<file path="src/rtl/radix4_gather_if.sv">
// Stream interface for radix4_gather: serial complex samples in,
// parallel 4-sample groups out.
interface radix4_gather_if #(
  parameter int WIDTH = 45
);
  logic             in_valid;
  logic             in_ready;
  logic             in_sof;
  logic [WIDTH-1:0] in_re;
  logic [WIDTH-1:0] in_im;
  logic             out_valid;
  logic             out_ready;
  logic [WIDTH-1:0] out_r0;
  logic [WIDTH-1:0] out_r1;
  logic [WIDTH-1:0] out_r2;
  logic [WIDTH-1:0] out_r3;
  logic [WIDTH-1:0] out_i0;
  logic [WIDTH-1:0] out_i1;
  logic [WIDTH-1:0] out_i2;
  logic [WIDTH-1:0] out_i3;
  logic [7:0]       out_grp;
  logic             drop;

  modport master (
    output in_valid, in_sof, in_re, in_im, out_ready,
    input  in_ready, out_valid, out_grp, drop,
    input  out_r0, out_r1, out_r2, out_r3,
    input  out_i0, out_i1, out_i2, out_i3
  );

  modport slave (
    input  in_valid, in_sof, in_re, in_im, out_ready,
    output in_ready, out_valid, out_grp, drop,
    output out_r0, out_r1, out_r2, out_r3,
    output out_i0, out_i1, out_i2, out_i3
  );
endinterface

</file>
<file path="src/rtl/radix4_gather.sv">
// Gathers serial complex samples into parallel 4-sample groups
// for a radix-4 butterfly, with a fill bank and an output bank.
module radix4_gather #(
  parameter int WIDTH = 45
) (
  input logic           clk,
  input logic           rst,
  radix4_gather_if.slave bus
);
  logic [1:0]       cnt;
  logic [1:0]       slot;
  logic             a_full;
  logic             acc;
  logic             done;
  logic             b_free;
  logic             vld_q;
  logic             drop_q;
  logic [7:0]       grp_q;
  logic [7:0]       fill_grp;
  logic [WIDTH-1:0] a_re [4];
  logic [WIDTH-1:0] a_im [4];
  logic [WIDTH-1:0] b_re [4];
  logic [WIDTH-1:0] b_im [4];

  assign acc    = bus.in_valid && !a_full;
  assign slot   = (acc && bus.in_sof) ? 2'd0 : cnt;
  assign done   = acc && (slot == 2'd3);
  assign b_free = !vld_q || bus.out_ready;

  assign bus.in_ready  = !a_full;
  assign bus.out_valid = vld_q;
  assign bus.out_grp   = grp_q;
  assign bus.drop      = drop_q;
  assign bus.out_r0    = b_re[0];
  assign bus.out_r1    = b_re[1];
  assign bus.out_r2    = b_re[2];
  assign bus.out_r3    = b_re[3];
  assign bus.out_i0    = b_im[0];
  assign bus.out_i1    = b_im[1];
  assign bus.out_i2    = b_im[2];
  assign bus.out_i3    = b_im[3];

  always_ff @(posedge clk) begin
    if (acc) begin
      a_re[slot] <= bus.in_re;
      a_im[slot] <= bus.in_im;
    end
  end

  always_ff @(posedge clk) begin
    if (rst) begin
      cnt      <= 2'd0;
      a_full   <= 1'b0;
      vld_q    <= 1'b0;
      drop_q   <= 1'b0;
      grp_q    <= 8'd0;
      fill_grp <= 8'd0;
      for (int k = 0; k < 4; k++) begin
        b_re[k] <= '0;
        b_im[k] <= '0;
      end
    end else begin
      drop_q <= acc && bus.in_sof && (cnt != 2'd0);
      if (acc) begin
        cnt <= slot + 2'd1;
        if (bus.in_sof)
          fill_grp <= 8'd0;
      end
      // fill_grp is numbered at B-load time; filling stalls while a_full
      if (done && b_free) begin
        for (int k = 0; k < 3; k++) begin
          b_re[k] <= a_re[k];
          b_im[k] <= a_im[k];
        end
        b_re[3]  <= bus.in_re;
        b_im[3]  <= bus.in_im;
        vld_q    <= 1'b1;
        grp_q    <= fill_grp;
        fill_grp <= fill_grp + 8'd1;
      end else if (done) begin
        a_full <= 1'b1;
      end else if (a_full && b_free) begin
        for (int k = 0; k < 4; k++) begin
          b_re[k] <= a_re[k];
          b_im[k] <= a_im[k];
        end
        vld_q    <= 1'b1;
        a_full   <= 1'b0;
        grp_q    <= fill_grp;
        fill_grp <= fill_grp + 8'd1;
      end else if (bus.out_ready) begin
        vld_q <= 1'b0;
      end
    end
  end
endmodule

</file>
<file path="src/flat_wrapper.sv">
// flat-port wrapper written by rule: the top's interface ports become plain ports
module radix4_gather_flat 
#(
  parameter int WIDTH = 45
)
  (clk, rst, bus_in_valid, bus_in_sof, bus_in_re, bus_in_im, bus_out_ready, bus_in_ready, bus_out_valid, bus_out_grp, bus_drop, bus_out_r0, bus_out_r1, bus_out_r2, bus_out_r3, bus_out_i0, bus_out_i1, bus_out_i2, bus_out_i3);
  radix4_gather_if #(.WIDTH(WIDTH)) bus_i ();
  input logic clk;
  input logic rst;
  input wire logic [$bits(bus_i.in_valid)-1:0] bus_in_valid;
  input wire logic [$bits(bus_i.in_sof)-1:0] bus_in_sof;
  input wire logic [$bits(bus_i.in_re)-1:0] bus_in_re;
  input wire logic [$bits(bus_i.in_im)-1:0] bus_in_im;
  input wire logic [$bits(bus_i.out_ready)-1:0] bus_out_ready;
  output wire logic [$bits(bus_i.in_ready)-1:0] bus_in_ready;
  output wire logic [$bits(bus_i.out_valid)-1:0] bus_out_valid;
  output wire logic [$bits(bus_i.out_grp)-1:0] bus_out_grp;
  output wire logic [$bits(bus_i.drop)-1:0] bus_drop;
  output wire logic [$bits(bus_i.out_r0)-1:0] bus_out_r0;
  output wire logic [$bits(bus_i.out_r1)-1:0] bus_out_r1;
  output wire logic [$bits(bus_i.out_r2)-1:0] bus_out_r2;
  output wire logic [$bits(bus_i.out_r3)-1:0] bus_out_r3;
  output wire logic [$bits(bus_i.out_i0)-1:0] bus_out_i0;
  output wire logic [$bits(bus_i.out_i1)-1:0] bus_out_i1;
  output wire logic [$bits(bus_i.out_i2)-1:0] bus_out_i2;
  output wire logic [$bits(bus_i.out_i3)-1:0] bus_out_i3;
  assign bus_i.in_valid = bus_in_valid;
  assign bus_i.in_sof = bus_in_sof;
  assign bus_i.in_re = bus_in_re;
  assign bus_i.in_im = bus_in_im;
  assign bus_i.out_ready = bus_out_ready;
  assign bus_in_ready = bus_i.in_ready;
  assign bus_out_valid = bus_i.out_valid;
  assign bus_out_grp = bus_i.out_grp;
  assign bus_drop = bus_i.drop;
  assign bus_out_r0 = bus_i.out_r0;
  assign bus_out_r1 = bus_i.out_r1;
  assign bus_out_r2 = bus_i.out_r2;
  assign bus_out_r3 = bus_i.out_r3;
  assign bus_out_i0 = bus_i.out_i0;
  assign bus_out_i1 = bus_i.out_i1;
  assign bus_out_i2 = bus_i.out_i2;
  assign bus_out_i3 = bus_i.out_i3;
  radix4_gather #(.WIDTH(WIDTH)) u_core (.clk(clk), .rst(rst), .bus(bus_i));
endmodule
</file>
<file path="config.mk">
export PLATFORM = sky130hd
export DESIGN_NAME = radix4_gather_flat
export DESIGN_NICKNAME = d
export VERILOG_FILES = /design/src/rtl/radix4_gather_if.sv /design/src/rtl/radix4_gather.sv /design/src/flat_wrapper.sv
export SDC_FILE = /design/constraint.sdc
export NUM_CORES = 1
export LEC_CHECK = 0
export CORE_MARGIN = 5
export CORE_UTILIZATION = 52
export DETAILED_ROUTE_END_ITERATION = 16
export GPL_ROUTABILITY_DRIVEN = 0
export GPL_TIMING_DRIVEN = 0
export PLACE_DENSITY = 0.76
export REMOVE_ABC_BUFFERS = 1
export SLEW_MARGIN = 20
export SYNTH_ARGS = -nofsm -noshare
export SYNTH_HDL_FRONTEND = slang
export SYNTH_SLANG_ARGS = --single-unit
</file>
<file path="constraint.sdc">
create_clock -name clk -period 5 [get_ports clk]
set_clock_uncertainty 0.2 [all_clocks]
set_input_delay 1 -clock clk [delete_from_list [all_inputs] [get_ports clk]]
set_output_delay 1 -clock clk [all_outputs]
set_load 0.1 [all_outputs]
</file>
==> run summary, run 1 <==
The residual antenna-violating net count after detailed routing came out at 0. In this run the tool buffered the top-level ports with 465 buffer cells. The path class of the tightest hold or removal check is flop to flop. The number of I/O pins is 466. The detailed-route via count came out at 12.91k. The area inside the core boundary is 48650 um2. The filler cell count came out at 3003.

The remaining global-route overflow is 0. The final routed DRC violation total came out at 0. The HPWL after detailed placement is 37860 um. In this run, the number of DRC markers left after iteration 0 of detailed routing was 1092. The mean routed wirelength per cell is 24.55 um. The post-synthesis to final-layout area growth is 31.67%. The synthesized flop and latch total came out at 741.

The overall die area came out at 53470 um2. The sequential share of the synthesized area came out at 0.8660. The maximum net fanout on the critical path is 46. The initial standard-cell utilization of the core came out at 0.5232. For this run, the post-layout net count is 1853. The number of pins with negative max-slew slack in the final report is 0. The initial antenna violation count came to 9. The post-synthesis average cell area is 20.63 um2. The library cell used most frequently in the layout, excluding fill and tap cells, is edfxtp_1. The power density over cell area came out at 411.4 nW/um2. The required arrival time at the worst endpoint is 5.09 ns.

The number of unique standard cell types used by synthesis came out at 37. The total track usage came out at 0.2207. For this block, the routed nets add up to 59700 um of wire. The setup violation total in the final timing report came out at 0. Of the post-synthesis cell area, the dominant cell type holds 0.8495.

The number of buffers inserted by hold repair at cts is 0. edfxtp_1 takes more of the synthesized area than any other cell. The x dimension of the die came out at 231.2 um.

Walking the worst path, the cells encountered are clkdlybuf4s50_1, nand3b_1, and2_1, ha_1, a21o_1, a21oi_4, inv_6, buf_16. The slew at the pin closest to its max-slew limit is 1.082 ns. The number of buffers inserted to repair setup after CTS came out at 0. The instance area after placement is 31190 um2. Counting every instance in the synthesized netlist gives 1234. Overall power consumption after layout is estimated at 13.79 mW.

The static leakage is 11.68 nW. The data arrival time at the worst-slack endpoint is 3.88 ns. The flow ran to the end, and the final reports show no timing, DRC or antenna violations. The delay of the slowest cell on the worst path is 0.57 ns.

After synthesis the cells add up to 25450 um2. CTS saw 741 sinks. The worst setup path is launched from an input pin.

The maximum operating frequency came out at 0.2636 GHz. In this run the number of H-tree levels came out at 3. Yosys attributes the largest share of cell area to edfxtp_1 85%, and2_1 6.8%, a22o_1 3.4%, dfxtp_1 1.7%, buf_6 0.93%. In the layout the commonest cells are 720 x edfxtp_1, 465 x clkdlybuf4s50_1, 272 x and2_1, 98 x a22o_1, 76 x clkbuf_16. The clock period minus worst slack came out at 3.794 ns. The tool flagged a number of max-cap violations equal to 0.

The count of cells resized by post-cts repair is 0. Entering global routing, the biggest net connects 52 pins. The cell area after layout came out at 33510 um2. The worst setup path is captured at a flop. The floorplan has 81 rows.

The hold violation count in the final report is 0. For the worst-skew pair, the clock arrives at the later sink with an insertion delay of 0.59 ns. Hold is met by 0.2785 ns. The number of search-and-repair iterations in the first detailed-routing pass came out at 5.

The die is 231.2 um tall. The via density per instance is 5.307. VDD sags by at most 0.3593 mV. The number of buffers on the longest clock path is 3. The number of buffers added by the clock tree synthesis step is 73.

After clock tree synthesis, the clock-pin slew on the worst setup and hold paths is 0.06 ns. The worst setup path is of the input pin to flop kind. Setup repair after global routing left no endpoint under its margin. Dividing the final minimum period by the clock period gives 0.7587.

The slowest stage of the critical path is the clkdlybuf4s50_1 cell. Of the cells placed in the final design, the portion with a size suffix greater than 1 is 0.08038. TritonCTS built the clock tree.

Headroom to the max-slew limit came out at 0.2764. The via count of the first global-routing pass was 13.28k. The CTS root buffer is clkbuf_16. The wire length of the first global-routing pass is 87480 um. The number of warnings issued by yosys came out at 0.
final timing paths:
kind | start | end | slack [ns] | depth (start not counted)
worst max-delay path | bus_in_valid | u_core.b_re[1][34] | 1.21 | 8
worst min register to register | u_core.bus.out_grp[7] | u_core.bus.out_grp[7] | 0.28 | 1
worst min-delay path | u_core.bus.out_grp[7] | u_core.bus.out_grp[7] | 0.28 | 1
worst max register to register | u_core.a_full | u_core.b_re[0][0] | 1.65 | 10
stage by stage:
step            TNS, ns  cells  worst slack, ns  utilization
2_1_floorplan   -128.27   1181          -0.7677            -
5_1_grt               0   2432            1.071       0.6889
4_1_cts               0   2426           0.9033       0.6885
3_5_place_dp          0   2300           0.2571       0.6412
6_report              0   2432            1.206       0.6889
3_3_place_gp   -2590.12   2268           -4.572       0.6273
routing by layer:
metal	global-route usage	part of all wire	vias to the layer above
met2	0.3692	0.51	513
li1	-	-	5761
met3	0.06946	0.085	105
met5	0	0.00057	-
met1	0.2722	0.37	6524
met4	0.08451	0.033	4
critical path, delay by kind of cell:
kind,cells,cell delay (ns)
fa+ha+maj,1,0.25
simple gates,2,0.54
compound gates,2,0.75
buf+inv,3,1.24
flip-flops by register name, summed over array words and instances (netlist names):
| name | count |
|---|---|
| u_core.cnt | 2 |
| u_core.a_re | 180 |
| u_core.a_full | 1 |
| u_core.bus.out_grp | 8 |
| u_core.b_im | 180 |
| u_core.fill_grp | 8 |
| u_core.b_re | 180 |
| u_core.bus.out_valid | 1 |
| u_core.bus.drop | 1 |
| u_core.a_im | 180 |
Yosys cell counts, drive strengths merged:
master / count
a211oi: 1
a21boi: 1
a21o: 2
a21oi: 7
a22o: 98
a311oi: 2
a32o: 1
and2: 276
and3: 2
buf: 26
clkbuf: 27
dfxtp: 21
edfxtp: 720
ha: 5
inv: 8
mux2i: 2
nand2: 1
nand2b: 1
nand3: 4
nand3b: 2
nand4: 1
nor2: 10
nor2b: 2
nor3: 6
nor3b: 1
nor4b: 1
o21ai: 2
or4: 1
xnor2: 3
cell families (layout without fill, tap and decap cells):
group / after synthesis / after routing / share of synthesized area
compound gates: 114 / 114 / 0.03829
buf+inv: 61 / 631 / 0.01573
other cells: 0 / 6 / 0
fa+ha+maj: 5 / 5 / 0.002458
simple gates: 308 / 308 / 0.07571
mux: 2 / 2 / 0.0007866
xor+xnor: 3 / 3 / 0.001033
flops: 741 / 741 / 0.8660
layout make-up:
cell class | instances | area, um2 | share of cell area
inverters | 8 | 50.05 | 0.001493
flip-flops and latches | 741 | 22040 | 0.6577
well taps | 622 | 778.2 | 0.02322
repair buffers | 497 | 5295 | 0.1580
diodes | 6 | 15.01 | 0.0004480
clock inverters | 29 | 309.0 | 0.009222
multi-input cells | 432 | 3034 | 0.09054
clock buffers | 97 | 1991 | 0.05940
power breakdown:
part	internal [mW]	leakage, nW	switching, mW	total [mW]
registers	7.03	7.19	0.0562	7.09
logic	0.284	3.37	1.13	1.42
clock network	3.11	1.12	2.17	5.28
total	10.4	11.7	3.36	13.8
(Power assumes the default switching activity.)
==> run 2: changes to the inputs <==
Settings changed: CORE_UTILIZATION 52 to 47, PLACE_DENSITY 0.76 to 0.73.
Clock period 5 ns to 3.3 ns, I/O delays scaled along.
==> run 2 against run 1 <==
Net effect: register-to-register slack worse by 1.4 ns; core utilization is 5.9 points lower; wire length is 0.59% higher; worst setup slack worse by 1.0 ns; sequential power is 51% higher; via count is 1.1% higher; total power is 55% higher; die area is 10% higher.
==> run summary, run 2 (synthesis results as in run 1) <==
The flow ran to the end, and the final reports show no timing, DRC or antenna violations. In this run the worst hold path is classified as flop to flop. The max-capacitance violation count is 0. The non-filler instance count after layout is 2517. The number of pins with negative max-slew slack in the final report came out at 0. The library cell used most frequently in the layout, excluding fill and tap cells, is edfxtp_1. The clock period minus worst slack is 3.137 ns. The maximum vdd ir drop came out at 0.5400 mV. The routed wire length came out at 60050 um. The cell total after placement is 2375.

The final routed DRC violation total is 0. Relative to the synthesized area, the layout overhead comes to 32.90%. Of the total power, the share spent switching nets is 0.2455. The worst hold slack across all endpoints came out at 0.2786 ns. STA classifies the critical path startpoint as an input pin. The via density per instance is 5.182. The data arrival time at the worst-slack endpoint is 3.22 ns. The die span in y came out at 242.7 um. The power density over cell area came out at 630.2 nW/um2. The worst register-to-register path begins at u_core.a_full. No sink is reached through more buffers than the 3 on the longest clock path. The total track usage came out at 0.1990. The CTS tree is done. The worst hold path begins at u_core.bus.out_grp[6]. The share of total power dissipated in sequential elements is 0.504.

The final HPWL from detailed placement is 37130 um. In this run the standard cell core region covers 53710 um2. The maximum operating frequency came out at 0.3188 GHz.

The share of the clock period used by the worst path after layout came out at 0.9506. The mean routed wirelength per cell came out at 23.86 um. The delay of the slowest cell on the worst path is 0.56 ns.

The initial antenna violation count was 5. Tracing the worst setup path back leads to its startpoint at bus_in_sof. The number of search-and-repair iterations in the first detailed-routing pass is 5. STA classifies the critical path endpoint as a flop.

The clock latency of the later-clocked register in the worst-skew pair came out at 0.61 ns. For this run, the post-layout net count is 1862. The maximum number of pins on one net before global-route repair is 52. The detailed-route via count came out at 13.04k. The via count of the first global-routing pass was 13.38k. The number of I/O pins came out at 466. The static leakage is 11.81 nW. The critical path goes through clkdlybuf4s50_1, nand3b_1, and2_1, ha_2, a21o_1, a21oi_4, inv_6, buf_16. The hold violation count in the final report is 0.

Along the worst path, the maximum fanout reaches 46. The share of total power dissipated in combinational logic is 0.101. The number of cell rows is 85. The share of total power dissipated in the clock network is 0.396.

Measured against its own limit, the worst slew margin works out to 0.2760. The critical path is of the input pin to flop type. The residual antenna-violating net count after detailed routing is 0.

The internal portion of the total power is 16.09 mW. Setup violations remaining at the end of the flow were counted as 0. The wire length of the first global-routing pass came out at 87910 um. Setup repair after global routing left no endpoint under its margin. The overall die area is 58910 um2.

The count of input and output buffers came out at 465. Among all stages on the critical path, the largest delay is contributed by a21oi_4. The final setup TNS came out at 0 ns. The x dimension of the die is 242.7 um. The required arrival time at the worst endpoint came out at 3.38 ns.

The number of buffers added by the clock tree synthesis step came out at 75. The violation count after the first detailed-route iteration came out at 917. Clock-pin slew was measured on the worst setup and hold paths at 0.06 ns.

Summed over all nets, the switching power comes to 5.233 mW. Leaving out fill and tap cells, the most frequent cells in the layout are 720 x edfxtp_1, 464 x clkdlybuf4s50_1, 272 x and2_1, 98 x a22o_1, 79 x clkbuf_16. Fill cells in the final layout number 3549. The number of sinks handled by clock tree synthesis came out at 741.

The slew at the pin closest to its max-slew limit came out at 1.083 ns. The maximum level of the CTS H-tree came out at 3. The remaining global-route overflow is 0. The initial standard-cell utilization of the core came out at 0.4739.

In the final layout, the share of cells above drive strength 1 is 0.09246. The CTS root buffer is clkbuf_16.
[run 2: changes by cell type in the layout (fill, tap and decap cells not counted), moves of 3 or more]
cell,previous run,this run
clkbuf_16,76,79
clkbuf_1,20,7
clkbuf_8,1,4
clkinv_1,10,15
buf_4,0,3
clkinv_2,8,13
[run 2: critical path, delay by kind of cell]
family	cells	cell delay [ns]
and+or+nand+nor	2	0.34
buffers and inverters	3	1.13
adders and majority gates	1	0.23
AOI/OAI and AO/OA	2	0.76
[run 2: routing by layer]
metal | track usage | wire length (um)
met3 | 0.05963 | 4853
met4 | 0.06325 | 1327
met2 | 0.3403 | 30600
met1 | 0.2462 | 23270
met5 | 0 | 0
[run 2: stage by stage]
stage	power [mW]	cell area [um2]	setup WS, ns	utilization
3_3_place_gp	13.08	30610	-6.075	0.5699
2_1_floorplan	12.38	25080	-2.128	-
4_1_cts	21.49	33810	0.07515	0.6296
6_report	21.32	33830	0.1630	0.6298
5_1_grt	21.97	33820	0.002534	0.6298
3_5_place_dp	13.09	31280	-1.069	0.5824
[run 2: final timing paths]
| kind | to | slack, ns | depth (start not counted) |
|---|---|---|---|
| hold reg to reg | u_core.bus.out_grp[6] | 0.28 | 1 |
| setup reg to reg | u_core.b_im[1][43] | 0.24 | 13 |
| setup / recovery | u_core.b_im[1][23] | 0.16 | 8 |
| hold / removal | u_core.bus.out_grp[6] | 0.28 | 1 |
[run 2: what timing repair did]
item / in CTS / in global routing
resized for setup: 3 / 2
pin swaps: 4 / 0
cloned: 3 / 0
endpoints found under the setup margin: 543 / 43
buffers inserted: 3 / 0
hold buffers: 0 / 0
[run 2: power by group through the flow]
stage                     logic [mW]  clock network (mW)  registers [mW]
final                           2.14                8.44            10.7
after global routing            2.19                9.02            10.8
after CTS                       2.16                8.58            10.7
after detailed placement        2.15                   0            10.9
after global placement          2.09                   0            11.0
after floorplan                0.146                   0            12.2
[run 2: layout make-up]
| class | instances | area, um2 | area share |
|---|---|---|---|
| Tap cell | 696 | 870.8 | 0.02574 |
| Clock buffer | 90 | 2058 | 0.06085 |
| Sequential cell | 741 | 22040 | 0.6516 |
| Inverter | 8 | 50.05 | 0.001480 |
| Antenna cell | 4 | 10.01 | 0.0002959 |
| Timing Repair Buffer | 501 | 5311 | 0.1570 |
| Multi-Input combinational cell | 435 | 3067 | 0.09066 |
| Clock inverter | 42 | 416.7 | 0.01232 |
==> variant, RTL diff (settings of run 1) <==
`WIDTH` is set to 45 in 3 places; all go to 90.
--- a/src/rtl/radix4_gather_if.sv
+++ b/src/rtl/radix4_gather_if.sv
@@ -3,3 +3,3 @@
 interface radix4_gather_if #(
-  parameter int WIDTH = 45
+  parameter int WIDTH = 90
 );
--- a/src/rtl/radix4_gather.sv
+++ b/src/rtl/radix4_gather.sv
@@ -3,3 +3,3 @@
 module radix4_gather #(
-  parameter int WIDTH = 45
+  parameter int WIDTH = 90
 ) (
--- a/src/flat_wrapper.sv
+++ b/src/flat_wrapper.sv
@@ -3,3 +3,3 @@
 #(
-  parameter int WIDTH = 45
+  parameter int WIDTH = 90
 )
Interface: changed (10 resized); port bits go from 466 to 916. No check against the original RTL was run, so the function may have changed too.
==> variant against run 1 <==
  * Critical path depth rose by 1
  * Synthesized cell count grew 92%
  * Sequential share of layout area is 0.73 points higher
  * Sequential cell count increased by 720
  * Die area rose by 91%
  * Utilization rose by 0.22 points
  * Combinational power increased by 100%
  * Cell area up 96%
  * Wire length is 120% higher
  * Worst setup slack got worse by 500 ps
  * Area after synthesis rose by 95%
  * Total power is 93% higher
  * Critical endpoint is now u_core.b_re[0][54]
  * Highest routed layer unchanged
==> variant: results (changes against run 1) <==
| Metric | Value |
|---|---|
| Status | `finished clean` |
| WL final | `130000 um (+120%)` |
| Crit path max-delay family | `simple AND/OR/NAND/NOR gates` |
| Initial antenna violation count | `14 (+5)` |
| Slew margin rel. | `0.234 (-0.0428)` |
| Syn avg cell area | `21.0 um2 (+1.8%)` |
| Reg2Reg Setup Slack | `1110 ps (-540 ps)` |
| Reg-to-reg endpoint | `u_core.b_re[0][54]` |
| Synth top cells by count | `1440 x edfxtp_1, 545 x and2_1, 186 x a22o_1` |
| Max H-tree Level | `4 (+1)` |
| Worst path max stage delay | `840 ps (+270 ps)` |
| Largest net degree at the start of global routing | `81 (+56%)` |
| Layout cell share with drive strength beyond 1 | `0.0795 (-0.000844)` |
| Crit path capture type | `flop` |
| # Post-CTS Setup Buffers | `0 (unchanged)` |
| Placed cell count | `4524 (+97%)` |
| CP max FO | `70 (+52%)` |
| Register area share after synthesis | `0.878 (+0.0124)` |
| Synth top area cells | `edfxtp_1 87%, and2_1 6.9%, a22o_1 3.3%, dfxtp_1 0.85%, clkbuf_1 0.47%` |
| CP arrival | `4470 ps (+590 ps)` |
| # port buffers | `915 (+97%)` |
| Hold_ws | `283 ps (+4.17 ps)` |
| Library cells used by synthesis | `38 (+2.7%)` |
| Hold Startpoint | `u_core.bus.out_grp[6]` |
| Dpl hpwl | `86800 um (+130%)` |
| Slowest CP cell | `nor2_2` |
| Hold EP | `u_core.bus.out_grp[6]` |
| Total CTS buffers | `141 (+93%)` |
| Tot GR Track Use | `0.249 (+0.0284)` |
| Post-synth EDFFs | `1440 (+100%)` |
| Clock Latency Late Sink | `740 ps (+150 ps)` |
| Reg2Reg Depth | `8 (-2)` |
| Detailed-route via count | `25800 (+100%)` |
| FILL cells | `5739 (+91%)` |
| Leak Pwr | `22.8 nW (+95%)` |
| First-pass GRT wire length | `186000 um (+110%)` |
| Drt first-iter violations | `2307 (+110%)` |
| Peak supply drop | `0.357 mV (-0.60%)` |
| Non-filler cells, final | `4783 (+97%)` |
| Fin nets | `3592 (+94%)` |
-- variant: changes by cell type after synthesis, sizes merged, moves of 2 or more --
cell	run 1	this run
a41oi	0	2
buf	26	42
a31oi	0	3
nand2	1	8
edfxtp	720	1440
clkbuf	27	62
a22o	98	186
and3	2	0
xnor2	3	0
and2	276	546
a311oi	2	0
-- variant: final cells by class --
cell class | instances | share of cell area
timing repair buffer | 996 | 0.162
sequential | 1461 | 0.665
clock buffer | 182 | 0.0575
clock inverter | 67 | 0.00709
antenna | 10 | 0.000381
multi-input combinational | 795 | 0.0835
tap | 1265 | 0.0241
inverter | 7 | 0.000857
-- variant: stage by stage --
step / setup WS (ps) / instance area [um2] / total power [mW] / setup TNS (ps) / utilization
final: 705 / 65700 / 26.7 / 0 / 0.691
after global placement: -18280 / 59900 / 17.2 / - / 0.630
after detailed placement: 84.8 / 61400 / 17.1 / 0 / 0.646
after global routing: 601 / 65700 / 27.5 / 0 / 0.691
after floorplan: -7920 / 49100 / 16.2 / -6351580 / -
after CTS: 849 / 65600 / 26.8 / 0 / 0.691
-- variant: power by group --
| part | switching, mW | total [mW] | internal [mW] |
|---|---|---|---|
| sequential | 0.120 | 14.0 | 13.9 |
| clock | 4.35 | 9.80 | 5.45 |
| combinational | 2.28 | 2.84 | 0.558 |
-- variant: kinds of logic (layout without fill, tap and decap cells) --
logic type,after synthesis,in the layout,share of synthesized area
muxes,2,2,0.000428
and+or+nand+nor,581,581,0.0727
other,0,10,0
adders and majority gates,5,5,0.00126
DFF,1461,1461,0.878
AOI/OAI and AO/OA,206,206,0.0353
xor gates and xnor gates,1,1,0.000176
buffers and inverters,111,1252,0.0118
-- variant: per-layer routing --
layer,wire length [um],GRT usage
met1,43100,0.276
met2,67500,0.431
met5,41,0
met3,12400,0.0856
met4,6590,0.124
